<file path="src/rtl/saturating_branch_predictor_if.sv">
// Lookup, training and statistics signals shared between the fetch/resolve
// stages (master) and the branch predictor (slave).
interface saturating_branch_predictor_if #(
  parameter int ADDRESS_WIDTH = 4,
  parameter int COUNTER_WIDTH = 2,
  parameter int HISTORY_WIDTH = 4,
  parameter int STAT_WIDTH    = 16
);
  logic                     lk_valid;
  logic [ADDRESS_WIDTH-1:0] lk_address;
  logic                     upd_valid;
  logic [ADDRESS_WIDTH-1:0] upd_address;
  logic                     upd_taken;
  logic                     upd_predicted;
  logic                     clr_stats;
  logic                     pred_valid;
  logic                     pred_taken;
  logic [COUNTER_WIDTH-1:0] pred_counter;
  logic [HISTORY_WIDTH-1:0] ghr;
  logic [STAT_WIDTH-1:0]    mispredict_count;

  modport master (
    output lk_valid, lk_address, upd_valid, upd_address, upd_taken,
           upd_predicted, clr_stats,
    input  pred_valid, pred_taken, pred_counter, ghr, mispredict_count
  );

  modport slave (
    input  lk_valid, lk_address, upd_valid, upd_address, upd_taken,
           upd_predicted, clr_stats,
    output pred_valid, pred_taken, pred_counter, ghr, mispredict_count
  );
endinterface

</file>
<file path="src/rtl/saturating_branch_predictor.sv">
// Table of saturating counters with independent lookup/train ports, optional
// gshare indexing over a global history register, and a mispredict counter.
module saturating_branch_predictor #(
  parameter int ADDRESS_WIDTH = 4,
  parameter int COUNTER_WIDTH = 2,
  parameter int HISTORY_WIDTH = 4,
  parameter int GSHARE        = 0,
  parameter int STAT_WIDTH    = 16
) (
  input logic                          clk,
  input logic                          rst_n,
  saturating_branch_predictor_if.slave bp
);
  localparam int DEPTH = 1 << ADDRESS_WIDTH;
  localparam logic [COUNTER_WIDTH-1:0] RESET_VAL =
    COUNTER_WIDTH'((1 << (COUNTER_WIDTH - 1)) - 1);
  localparam logic [COUNTER_WIDTH-1:0] MAX_VAL  = '1;
  localparam logic [STAT_WIDTH-1:0]    STAT_MAX = '1;

  logic [COUNTER_WIDTH-1:0] cnt_table [DEPTH];
  logic [HISTORY_WIDTH-1:0] ghr_q;
  logic [STAT_WIDTH-1:0]    stat_q;
  logic                     pred_valid_q;
  logic                     pred_taken_q;
  logic [COUNTER_WIDTH-1:0] pred_counter_q;

  logic [ADDRESS_WIDTH-1:0] hash;
  logic [ADDRESS_WIDTH-1:0] lk_idx;
  logic [ADDRESS_WIDTH-1:0] upd_idx;
  logic [COUNTER_WIDTH-1:0] upd_entry;
  logic [COUNTER_WIDTH-1:0] upd_next;
  logic [HISTORY_WIDTH-1:0] ghr_next;
  logic                     mispredict;

  // Both ports hash with the history held before this edge.
  assign hash    = (GSHARE != 0) ? ADDRESS_WIDTH'(ghr_q) : '0;
  assign lk_idx  = bp.lk_address ^ hash;
  assign upd_idx = bp.upd_address ^ hash;

  always_comb begin
    upd_entry = cnt_table[upd_idx];
    upd_next  = upd_entry;
    if (bp.upd_taken) begin
      if (upd_entry != MAX_VAL) upd_next = upd_entry + COUNTER_WIDTH'(1);
    end else begin
      if (upd_entry != '0) upd_next = upd_entry - COUNTER_WIDTH'(1);
    end
  end

  // Truncating {ghr, taken} drops the oldest bit, which also covers a 1-bit history.
  assign ghr_next   = HISTORY_WIDTH'({ghr_q, bp.upd_taken});
  assign mispredict = bp.upd_valid && (bp.upd_predicted != bp.upd_taken);

  always_ff @(posedge clk or negedge rst_n) begin
    if (!rst_n) begin
      for (int i = 0; i < DEPTH; i++) cnt_table[i] <= RESET_VAL;
    end else if (bp.upd_valid) begin
      cnt_table[upd_idx] <= upd_next;
    end
  end

  // The lookup reads the table before this edge's update lands (read-before-write).
  always_ff @(posedge clk or negedge rst_n) begin
    if (!rst_n) begin
      pred_valid_q   <= 1'b0;
      pred_taken_q   <= 1'b0;
      pred_counter_q <= RESET_VAL;
    end else begin
      pred_valid_q <= bp.lk_valid;
      if (bp.lk_valid) begin
        pred_counter_q <= cnt_table[lk_idx];
        pred_taken_q   <= cnt_table[lk_idx][COUNTER_WIDTH-1];
      end
    end
  end

  always_ff @(posedge clk or negedge rst_n) begin
    if (!rst_n) begin
      ghr_q  <= '0;
      stat_q <= '0;
    end else begin
      if (bp.upd_valid) ghr_q <= ghr_next;
      if (bp.clr_stats) begin
        stat_q <= '0;
      end else if (mispredict && (stat_q != STAT_MAX)) begin
        stat_q <= stat_q + STAT_WIDTH'(1);
      end
    end
  end

  assign bp.pred_valid       = pred_valid_q;
  assign bp.pred_taken       = pred_taken_q;
  assign bp.pred_counter     = pred_counter_q;
  assign bp.ghr              = ghr_q;
  assign bp.mispredict_count = stat_q;
endmodule

</file>
<file path="src/flat_wrapper.sv">
// flat-port wrapper written by rule: the top's interface ports become plain ports
module saturating_branch_predictor_flat 
#(
  parameter int ADDRESS_WIDTH = 4,
  parameter int COUNTER_WIDTH = 2,
  parameter int HISTORY_WIDTH = 4,
  parameter int GSHARE        = 0,
  parameter int STAT_WIDTH    = 16
)
  (clk, rst_n, bp_lk_valid, bp_lk_address, bp_upd_valid, bp_upd_address, bp_upd_taken, bp_upd_predicted, bp_clr_stats, bp_pred_valid, bp_pred_taken, bp_pred_counter, bp_ghr, bp_mispredict_count);
  saturating_branch_predictor_if #(.ADDRESS_WIDTH(ADDRESS_WIDTH), .COUNTER_WIDTH(COUNTER_WIDTH), .HISTORY_WIDTH(HISTORY_WIDTH), .STAT_WIDTH(STAT_WIDTH)) bp_i ();
  input logic clk;
  input logic rst_n;
  input wire logic [$bits(bp_i.lk_valid)-1:0] bp_lk_valid;
  input wire logic [$bits(bp_i.lk_address)-1:0] bp_lk_address;
  input wire logic [$bits(bp_i.upd_valid)-1:0] bp_upd_valid;
  input wire logic [$bits(bp_i.upd_address)-1:0] bp_upd_address;
  input wire logic [$bits(bp_i.upd_taken)-1:0] bp_upd_taken;
  input wire logic [$bits(bp_i.upd_predicted)-1:0] bp_upd_predicted;
  input wire logic [$bits(bp_i.clr_stats)-1:0] bp_clr_stats;
  output wire logic [$bits(bp_i.pred_valid)-1:0] bp_pred_valid;
  output wire logic [$bits(bp_i.pred_taken)-1:0] bp_pred_taken;
  output wire logic [$bits(bp_i.pred_counter)-1:0] bp_pred_counter;
  output wire logic [$bits(bp_i.ghr)-1:0] bp_ghr;
  output wire logic [$bits(bp_i.mispredict_count)-1:0] bp_mispredict_count;
  assign bp_i.lk_valid = bp_lk_valid;
  assign bp_i.lk_address = bp_lk_address;
  assign bp_i.upd_valid = bp_upd_valid;
  assign bp_i.upd_address = bp_upd_address;
  assign bp_i.upd_taken = bp_upd_taken;
  assign bp_i.upd_predicted = bp_upd_predicted;
  assign bp_i.clr_stats = bp_clr_stats;
  assign bp_pred_valid = bp_i.pred_valid;
  assign bp_pred_taken = bp_i.pred_taken;
  assign bp_pred_counter = bp_i.pred_counter;
  assign bp_ghr = bp_i.ghr;
  assign bp_mispredict_count = bp_i.mispredict_count;
  saturating_branch_predictor #(.ADDRESS_WIDTH(ADDRESS_WIDTH), .COUNTER_WIDTH(COUNTER_WIDTH), .HISTORY_WIDTH(HISTORY_WIDTH), .GSHARE(GSHARE), .STAT_WIDTH(STAT_WIDTH)) u_core (.clk(clk), .rst_n(rst_n), .bp(bp_i));
endmodule
</file>
<file path="config.mk">
export PLATFORM = sky130hd
export DESIGN_NAME = saturating_branch_predictor_flat
export DESIGN_NICKNAME = d
export VERILOG_FILES = /design/src/rtl/saturating_branch_predictor_if.sv /design/src/rtl/saturating_branch_predictor.sv /design/src/flat_wrapper.sv
export SDC_FILE = /design/constraint.sdc
export NUM_CORES = 1
export LEC_CHECK = 0
export ABC_CLOCK_PERIOD_IN_PS = 5100
export CAP_MARGIN = 10
export CORE_MARGIN = 5
export CORE_UTILIZATION = 65
export CTS_CLUSTER_SIZE = 30
export DETAILED_ROUTE_END_ITERATION = 10
export DONT_BUFFER_PORTS = 1
export PLACE_DENSITY = 0.81
export REMOVE_ABC_BUFFERS = 1
export SYNTH_ARGS = -nofsm -noshare
export SYNTH_HDL_FRONTEND = slang
export SYNTH_SLANG_ARGS = --single-unit
</file>
<file path="constraint.sdc">
create_clock -name clk -period 5.1 [get_ports clk]
set_clock_uncertainty 0.05 [all_clocks]
set_input_delay 0.51 -clock clk [delete_from_list [all_inputs] [get_ports clk]]
set_output_delay 0.51 -clock clk [all_outputs]
set_load 0.01 [all_outputs]
</file>
==> run summary <==
OUTCOME
-----------------------------------------------------------------------------------------------
Result of the run                                                                     completed

SYNTH
-----------------------------------------------------------------------------------------------
Yosys warning total                                                                           0
Dominant cells by area after synthesis                                             dfrtp_1, dfstp_2, mux4_2, mux2_2, nor2_1
Async SR Flop Fraction                                                                     100%
Post-synth top area share                                                                 31.5%
Number of synthesized flops with an enable pin                                                0
Synthesized area per cell                                                              12.4 um2
Library cell with the largest summed area after synthesis                               dfrtp_1
Post-synthesis sequential area ratio                                                      46.4%
Total standard cell area after synthesis                                            0.00301 mm2
Instance count of the mapped netlist                                                        244
Most used flip-flop cell after synthesis                                                dfrtp_1
Yosys cell types                                                                             43
Yosys reg bits                                                                               55

SETUP PATH
-----------------------------------------------------------------------------------------------
CP max FO                                                                                     8
Critical-path top delay cell                                                             mux4_1
Critical path capture point type                                                           flop
Library cell appearing most often on the critical path                                   mux2_2
Req. time, crit path                                                                    5.24 ns
Crit path arrival time                                                                  2.17 ns
Setup slack, reg-to-reg                                                                 3.07 ns
Largest delay share family, worst path                                             multiplexers
Cells along the critical path                                                      mux4_1, mux2_2, nor2_2, a21oi_2, mux2_2
Biggest cell delay along the critical path                                              0.50 ns
Kind of start point of the critical path                                                   flop
Buffer and inverter count on the worst path                                                   0
Crit Path Class                                                                      reg -> reg

CELLS AND AREA
-----------------------------------------------------------------------------------------------
Most common library cell in the layout ignoring fill and taps                           dfrtp_1
Final instance area                                                                 0.00313 mm2
Synthesis-to-layout area growth                                                           3.94%
Layout cell share with drive strength beyond 1                                            34.3%
Highest-count cells in the layout ignoring fill and taps                           dfrtp_1, mux2_2, nor2_1, dfstp_2, nand2_1
N_diodes                                                                                      0
Filler cells                                                                                333
Total number of nets in the final design                                                    257

PLACEMENT
-----------------------------------------------------------------------------------------------
Count of buffers inserted at the top-level ports                                              0
Placed wire-length estimate                                                             4240 um
Placed instance area                                                                0.00302 mm2
RD Place Congestion                                                                       0.878

POWER
-----------------------------------------------------------------------------------------------
LEAKAGE                                                                                 1.25 nW
Total chip power                                                                        1.14 mW
Ratio of total power to cell area                                                    362 mW/mm2
Maximum ir drop on the vdd rail                                                      0.000226 V

CLOCK NETWORK
-----------------------------------------------------------------------------------------------
TritonCTS clock tree                                                                        yes
Clock root buffer master                                                               clkbuf_8
Maximum root-to-sink buffer count                                                             2
Insertion delay to the later sink of the worst-skew pair                                0.31 ns
Number of sinks handled by clock tree synthesis                                              55
Clock input transition at the sequential cells of the worst setup and hold paths        0.09 ns
H-tree levels                                                                                 2
Number of CTS-inserted buffers                                                                5

ROUTE
-----------------------------------------------------------------------------------------------
Vias post-DR                                                                               1932
Number of vias per cell                                                                    6.57
Pre-Repair DR Iteration Count                                                                 4
Drt initial violations                                                                      173
Wirelength, routed                                                                      5800 um
Average detailed-routed wire length per instance                                        19.7 um
Residual DRC count                                                                            0
Number of nets with antenna violations after detailed routing                                 0

TIMING
-----------------------------------------------------------------------------------------------
Maximum clock frequency                                                                 494 MHz
Transition time at the pin with the least slew margin                                  0.513 ns
Final Hold Viols                                                                              0
Number of max-slew violations in the final report                                             0
Unrepaired setup endpoints after global routing                                              no
Final min period                                                                        2.03 ns
Share of the cycle needed by the critical path after routing                              39.7%
Setup TNS                                                                                  0 ns
Max_slew headroom                                                                         65.5%
Total setup violations reported at the end of the flow                                        0

GRT
-----------------------------------------------------------------------------------------------
Largest net degree at the start of global routing                                            56
Number of antenna violations at the first check in global routing                             0
GRT Residual Overflow                                                                         0
Vias in the first global route                                                             2044
Global router's overall resource usage                                                    20.9%
First-pass GRT wire length                                                             10300 um

FLOORPLANNING
-----------------------------------------------------------------------------------------------
Std-Cell Rows                                                                                24
Starting utilization of the core area                                                     68.3%
Overall die height                                                                      78.1 um
Die area                                                                            0.00610 mm2
Width of the die                                                                        78.1 um
Core Area                                                                           0.00441 mm2
Ports                                                                                        39

MIN PATH
-----------------------------------------------------------------------------------------------
Type of the worst min-delay path                                                    in -> async

FLOW RUN
-----------------------------------------------------------------------------------------------
# Max-Cap Violations                                                                          0

where the power goes:
group	internal, mW	switching, mW
logic	0.163	0.104
registers	0.559	0.0794
clock network	0.0967	0.133
through the flow:
stage          hold WS [ns]  cells  utilization (%)  worst slack (ns)
3_5_place_dp          0.165    285             68.5              2.95
3_3_place_gp          0.165    285             68.5              2.99
5_1_grt             0.00449    294             71.0              2.94
6_report           0.000642    294             71.0              3.07
2_1_floorplan         0.164    233                -              3.06
4_1_cts             0.00884    294             71.0              3.08
layer usage:
metal | global-route usage, % | wire, um
met1 | 27.9 | 2430
met2 | 33.7 | 2860
met3 | 6.29 | 436
met4 | 5.41 | 68
met5 | 0 | 0
final timing paths:
path | start | to | depth (start not counted)
worst max register to register | u_core.cnt_table[25] | u_core.cnt_table[27] | 5
worst min-delay path | rst_n | u_core.cnt_table[1] | 1
worst max-delay path | u_core.cnt_table[25] | u_core.cnt_table[27] | 5
max in group asynchronous | rst_n | u_core.cnt_table[30] | 1
min in group clk | bp_lk_valid | u_core.bp.pred_valid | 0
worst min register to register | u_core.cnt_table[18] | u_core.cnt_table[18] | 2
flip-flops by register name (all words and copies together), names as in the netlist:
signal	count
u_core.bp.pred_taken	1
u_core.cnt_table	32
u_core.bp.ghr	4
u_core.bp.mispredict_count	16
u_core.bp.pred_counter	1
u_core.bp.pred_valid	1
worst register-to-register path, stage by stage (launching register included):
cell and delay, ns:
dfrtp_1 0.41, mux4_1 0.50, mux2_2 0.32, nor2_2 0.22, a21oi_2 0.12, mux2_2 0.30
synthesized netlist by cell type, types with 3 or more instances:
cell type  instances
a21oi_2            3
mux4_2            15
o31ai_1            6
mux2_4             6
a211oi_1           3
nor3_1             7
inv_1              4
nand2b_1           8
xnor2_1           11
mux2_2            28
mux2i_1            6
clkbuf_1           6
dfrtp_1           38
dfstp_2           17
nand2_1           16
nand4_1            3
nand3_1            6
a21oi_1            3
nor2_1            27
final cells by class:
type | count | area (um2) | share of cell area, %
Sequential cell | 55 | 1400 | 44.6
Inverter | 4 | 15.0 | 0.479
Timing Repair Buffer | 1 | 27.5 | 0.879
Multi-Input combinational cell | 174 | 1550 | 49.4
Clock buffer | 7 | 76.3 | 2.44
Tap cell | 52 | 65.1 | 2.08
Clock inverter | 1 | 5.00 | 0.160
cell families (layout without fill, tap and decap cells):
group           count (synthesis)  after routing  synth area share, %
fa+ha+maj                       1              1                0.415
simple gates                   84             84                 14.4
flops                          55             55                 46.4
xor+xnor                       12             12                 3.49
mux                            56             56                 27.5
compound gates                 21             21                 5.48
buf+inv                        15             13                 2.32
timing repair:
action	in CTS	in global routing
hold endpoints to repair	55	0
resized for setup	0	0
hold buffers	1	0
buffers inserted	0	0
Power figures use the tool's default switching activity.
